==> src/rtl/multibyte_add_seq.sv <==
// Byte-serial W-bit adder sequencer around an external 8-bit CLA slice.
// Ports: in_* operand handshake, add_* slice drive/capture, out_* result.
// Optional subtract mode: define SEQ_ADD_SUB_EN.
module multibyte_add_seq #(
  parameter int NBYTES = 4
) (
  input  logic                  clk,
  input  logic                  rst_n,
  input  logic                  in_valid,
  output logic                  in_ready,
  input  logic [8*NBYTES-1:0]   op_a,
  input  logic [8*NBYTES-1:0]   op_b,
  input  logic                  op_ci,
  input  logic                  op_sub,
  output logic [7:0]            add_a,
  output logic [7:0]            add_b,
  output logic                  add_ci,
  input  logic [7:0]            add_s,
  input  logic                  add_co,
  input  logic                  add_of,
  output logic                  out_valid,
  input  logic                  out_ready,
  output logic [8*NBYTES-1:0]   sum,
  output logic                  carry,
  output logic                  overflow,
  output logic                  busy
);

  localparam int W  = 8 * NBYTES;
  localparam int IW = $clog2(NBYTES);

  localparam logic [1:0] S_IDLE = 2'd0;
  localparam logic [1:0] S_RUN  = 2'd1;
  localparam logic [1:0] S_DONE = 2'd2;

  logic [1:0]    state_q, state_d;
  logic [IW-1:0] idx_q, idx_d;
  logic [W-1:0]  a_q, a_d;
  logic [W-1:0]  b_q, b_d;
  logic [W-1:0]  acc_q, acc_d;
  logic          cr_q, cr_d;
  logic [W-1:0]  sum_q, sum_d;
  logic          carry_q, carry_d;
  logic          ovf_q, ovf_d;
  logic          last;

  assign in_ready  = rst_n && (state_q == S_IDLE);
  assign out_valid = (state_q == S_DONE);
  assign busy      = (state_q == S_RUN) || (state_q == S_DONE);
  assign sum       = sum_q;
  assign carry     = carry_q;
  assign overflow  = ovf_q;
  assign last      = (idx_q == IW'(NBYTES - 1));

`ifndef SEQ_ADD_SUB_EN
  logic unused_sub;
  assign unused_sub = op_sub;
`endif

  always_comb begin
    add_a  = '0;
    add_b  = '0;
    add_ci = 1'b0;
    if (state_q == S_RUN) begin
      add_a  = a_q[8*idx_q +: 8];
      add_b  = b_q[8*idx_q +: 8];
      add_ci = cr_q;
    end
  end

  always_comb begin
    state_d = state_q;
    idx_d   = idx_q;
    a_d     = a_q;
    b_d     = b_q;
    acc_d   = acc_q;
    cr_d    = cr_q;
    sum_d   = sum_q;
    carry_d = carry_q;
    ovf_d   = ovf_q;
    unique case (state_q)
      S_IDLE: begin
        if (in_valid && in_ready) begin
          a_d     = op_a;
          b_d     = op_b;
          cr_d    = op_ci;
          idx_d   = '0;
          state_d = S_RUN;
`ifdef SEQ_ADD_SUB_EN
          // a - b = a + ~b + 1
          if (op_sub) begin
            b_d  = ~op_b;
            cr_d = 1'b1;
          end
`endif
        end
      end
      S_RUN: begin
        acc_d[8*idx_q +: 8] = add_s;
        cr_d = add_co;
        if (last) begin
          // Result registers update only on completion so the
          // previous result stays visible while a new add runs.
          sum_d   = acc_d;
          carry_d = add_co;
          ovf_d   = add_of;
          state_d = S_DONE;
        end else begin
          idx_d = idx_q + IW'(1);
        end
      end
      S_DONE: begin
        if (out_ready) state_d = S_IDLE;
      end
      default: state_d = S_IDLE;
    endcase
  end

  always_ff @(posedge clk or negedge rst_n) begin
    if (!rst_n) begin
      state_q <= S_IDLE;
      idx_q   <= '0;
      a_q     <= '0;
      b_q     <= '0;
      acc_q   <= '0;
      cr_q    <= 1'b0;
      sum_q   <= '0;
      carry_q <= 1'b0;
      ovf_q   <= 1'b0;
    end else begin
      state_q <= state_d;
      idx_q   <= idx_d;
      a_q     <= a_d;
      b_q     <= b_d;
      acc_q   <= acc_d;
      cr_q    <= cr_d;
      sum_q   <= sum_d;
      carry_q <= carry_d;
      ovf_q   <= ovf_d;
    end
  end

endmodule

==> config.mk <==
export PLATFORM = sky130hd
export DESIGN_NAME = multibyte_add_seq
export DESIGN_NICKNAME = d
export VERILOG_FILES = /design/src/rtl/multibyte_add_seq.sv
export SDC_FILE = /design/constraint.sdc
export NUM_CORES = 1
export LEC_CHECK = 0
export BUFFER_PORTS_ARGS = -buffer_cell sky130_fd_sc_hd__buf_2
export CAP_MARGIN = 20
export CORE_MARGIN = 4
export CORE_UTILIZATION = 39
export CTS_BUF_LIST = sky130_fd_sc_hd__clkbuf_8
export DETAILED_ROUTE_END_ITERATION = 16
export GPL_ROUTABILITY_DRIVEN = 0
export SETUP_SLACK_MARGIN = 0.05
export SYNTH_ARGS = -nofsm -noshare
export SYNTH_HDL_FRONTEND = slang
export SYNTH_SLANG_ARGS = --single-unit
==> constraint.sdc <==
create_clock -name clk -period 6.9 [get_ports clk]
set_input_delay 0.69 -clock clk [delete_from_list [all_inputs] [get_ports clk]]
set_output_delay 0.69 -clock clk [all_outputs]
set_load 0.01 [all_outputs]
# Yosys cells after proc, flatten, opt, wreduce, memory -nomap -nowiden
# Index checks and enable logic that the tools add are counted.
# W data, S select, Z words.
# word_totals
output_inout_bits	54
regBits	135
word_cells	45
inputBits	80
# op_classes
n_addsub	2
shifts	4
muxes	13
n_eq_ne	7
n_reduce_logical	10
# op_table
operator	n
$shiftx A32 B6 Y8	2
$neg A5 Y34	1
$shift A8 B34 Y32 const A	1
$shiftx A8 B34 Y32	1
$bwmux W32	1
$mux W8	2
$mux W2	5
$pmux W2 S3	1
$reduce_and A2 Y1	3
$reduce_and A3 Y1	2
$eq A2 B2 Y1 const B	2
$ne A2 B1 Y1 const B	2
$ne A2 B2 Y1 const B	2
$pmux W2 S2	1
$add A2 B1 Y2 const B	1
$eq A2 B1 Y1 const B	1
$logic_and A1 B1 Y1	2
$logic_not A2 Y1	1
$mux W1	2
$pmux W1 S2	1
$reduce_bool A2 Y1	1
$logic_or A1 B1 Y1	1

# Depth between registers and ports, before layout
# depth
word_depth	5
mapped_depth	9

# Worst setup path before layout
# OpenSTA, ideal clock, no wires.
# synth_timing
path_kind	register to register
from	register idx_q[1]
to	register sum_q[29], in the netlist sum[29]
setup_slack_ps	4547
stages_incl_launch_ff	9
t_required_ps	6823
arrival_time_ps	2276
path_cell_list	dfrtp_1 -> clkbuf_1 -> buf_2 -> inv_1 -> ha_1 -> nor4b_4 -> buf_2 -> a31oi_1 -> a21oi_1
# synth_between
elab_chain_len	3
elab_cells_between_ends	6
classes_between	add/sub (1); eq/ne (1); shift (2); mux (1); reduce/logical (1)
# synth_lines
element	line_no	rtl
start, declared	37	logic [IW-1:0] idx_q, idx_d;
start signal, assigned	132	idx_q <= idx_d;
$neg A5 Y34	99	acc_d[8*idx_q +: 8] = add_s;
$shiftx A8 B34 Y32 / $shift A8 B34 Y32 (equally long branches)	99	
$bwmux W32	99	
end signal, assigned	137	sum_q <= sum_d;
end, declared	42	logic [W-1:0] sum_q, sum_d;
# Several ways; a longest one is shown, not always the timed one.
# A chain may end at the register's enable or synchronous reset.

# Final worst setup path
# layout_timing
from	register idx_q[1]
to	register sum_q[21], in the netlist sum[21]
# The elaborated chain is that of the path after synthesis.

==> results.cfg <==
[logic_synthesis]
yosysUniqueCellTypes = 33
synth-seq-area-share = 0.544
syn-cell-area_sq_mm = 0.00621
synth_nets = 606
synthCells = 516
avgSynthCellArea_sq_um = 12.0
yosysWarnings = 0
ys_ff_latch = 135

[grt]
overflow = 0
grt_usage = 0.162
antenna_found_initial = 1
grt_max_degree = 77
grt_pass1_vias = 4489
grt_pass1_wl_um = 23000

[layout]
drive_gt1_frac = 0.388
multi_input_area_sq_mm = 0.00260
layout.cells.most_common_list = dfrtp_1 (134), buf_2 (131), mux2_2 (65)
mostFrequentLayoutCell = dfrtp_1
area.growth.synth_to_final_pct = 17.9
num-nets-final = 722
diodes = 0
regArea_sq_mm = 0.00338
fillers = 1424
instances_no_fill = 852
final_util = 0.476

[setup_path]
critPathCaptureType = register
setup.worst_path.class = register to register
critPathRequiredTime_ns = 7.26
worstPathArrival_ns = 3.29
crit_path_start_kind = register
cp_max_fo = 21

[floorplanning]
ios = 134
dieArea_sq_mm = 0.0180
std_cell_rows = 45
core_sq_mm = 0.0154
die_w_um = 134
dieHeight_um = 134
initial_core_util = 0.404

[timing]
finalSetupTns_ns = 0
period_minus_slack_ns = 2.94
worst_slack_ns = 3.96
fmax_mhz = 341
fin_skew_ns = 0.00736
rsz0062_at_grt = no
setup-violations-final = 0
min_period_over_period = 0.425
final-hold-violation-count = 0
maxSlewViolCount = 0
worst_pin_slew_ns = 1.01
relSlewSlack = 0.329
hold_slack_ns = 0.210

[detailed_routing]
first_pass_iters = 4
vias = 4329
drt_iter0_markers = 192
routed_wl_um = 14100
wire_per_inst_um = 16.6
drt-vias-per-instance = 5.08
drc = 0
ant_nets = 0

[power]
ir_drop_mv = 0.183
power.density_mw_per_mm2 = 422
total_leakage_power_uw = 0.00330

[run]
maxCapViolCount = 0

[clocking]
numCtsBuffers = 17
clkSlewWorstSetupHoldPaths_ns = 0.07
cts_tree = yes
post_cts_buffers = 0
cts_resized = 0
htree_levels = 4
hold_buffers = 0
cts_sinks = 135
cts-root-buf = clkbuf_8
cts_buffer_depth = 2
clkLatencyLatePin_ns = 0.43

[placement]
place_inst = 824
pre_cts_ws_ns = 3.88
hpwl_um = 9700
port_buffers = 132

[hold_path]
worstHoldPathType = primary input to asynchronous set/reset pin

[outcome]
status = completed
-- Yosys cell counts (all sizes together) --
library cell / n / area, sq um
dfrtp: 135 / 3380
mux2: 65 / 732
nand2: 62 / 233
nor2: 27 / 101
o21ai: 26 / 130
a21oi: 24 / 120
a31oi: 24 / 150
buf: 24 / 153
nor2b: 24 / 150
and2: 18 / 113
mux4: 16 / 360
clkbuf: 15 / 57.6
ha: 10 / 125
nor3b: 9 / 78.8
a221o: 8 / 80.1
a22o: 8 / 70.1
inv: 6 / 22.5
nand2b: 2 / 12.5
nand4b: 2 / 17.5
nor4b: 2 / 47.6
o31ai: 2 / 15.0
a21boi: 1 / 7.51
a221oi: 1 / 8.76
and3b: 1 / 8.76
and4bb: 1 / 12.5
mux2i: 1 / 10.0
nor3: 1 / 5.00
o311ai: 1 / 8.76
-- cells by family after synthesis --
| group | Yosys count | share of synthesized area |
|---|---|---|
| buf+inv | 45 | 0.0375 |
| compound gates | 95 | 0.0951 |
| mux | 82 | 0.178 |
| simple gates | 149 | 0.126 |
| fa+ha+maj | 10 | 0.0202 |
| flops | 135 | 0.544 |
-- cell type report --
type	count	share of cell area
repair buffers	136	0.0952
clock buffers	22	0.0414
inverters	6	0.00308
clock inverters	6	0.00718
multi-input cells	336	0.355
well taps	211	0.0361
flip-flops and latches	135	0.462
-- routing by layer --
| metal | part of all wire | up-vias | GRT usage | routed length [um] |
|---|---|---|---|---|
| met2 | 0.47 | 136 | 0.250 | 6600 |
| li1 | - | 2049 | - | - |
| met4 | 0.013 | 2 | 0.0492 | 177 |
| met3 | 0.081 | 18 | 0.0713 | 1150 |
| met1 | 0.44 | 2124 | 0.207 | 6170 |
| met5 | 0.00050 | - | 0 | 7 |
-- registers in the layout, indices dropped and copies added (netlist names) --
| signal | count |
|---|---|
| acc_q | 32 |
| cr_q | 1 |
| a_q | 32 |
| carry | 1 |
| state_q | 2 |
| b_q | 32 |
| idx_q | 2 |
| sum | 32 |
| overflow | 1 |
-- worst max-delay path, cell delays in order, from the launching register on --
cell	delay, ns
dfrtp_1	1.01
inv_1	0.20
ha_1	0.52
nor4b_4	0.75
a31oi_1	0.19
a21oi_1	0.18
-- final timing paths --
| check | startpoint | end | slack (ns) | depth (start not counted) |
|---|---|---|---|---|
| setup / recovery | idx_q[1]$_DFFE_PN0P_ | sum[21]$_DFFE_PN0P_ | 3.96 | 5 |
| hold / removal | rst_n | sum[12]$_DFFE_PN0P_ | 0.21 | 1 |
| setup reg to reg | idx_q[1]$_DFFE_PN0P_ | sum[21]$_DFFE_PN0P_ | 3.96 | 5 |
| hold reg to reg | carry$_DFFE_PN0P_ | carry$_DFFE_PN0P_ | 0.48 | 2 |
| max in group asynchronous | rst_n | idx_q[0]$_DFFE_PN0P_ | 5.25 | 2 |
| min in group clk | add_of | overflow$_DFFE_PN0P_ | 0.46 | 3 |
-- stage by stage --
stage / total power, uW / instance area (sq um)
2_1_floorplan: 2160 / 6210
3_3_place_gp: 2460 / 6960
3_5_place_dp: 2530 / 6960
4_1_cts: 3130 / 7320
5_1_grt: 3330 / 7320
6_report: 3090 / 7320
-- power breakdown --
part / internal, uW / switching, uW / total, uW
registers: 1140 / 215 / 1360
clock network: 320 / 278 / 598
logic: 604 / 530 / 1130
total: 2060 / 1020 / 3090
Power figures use the tool's default switching activity.
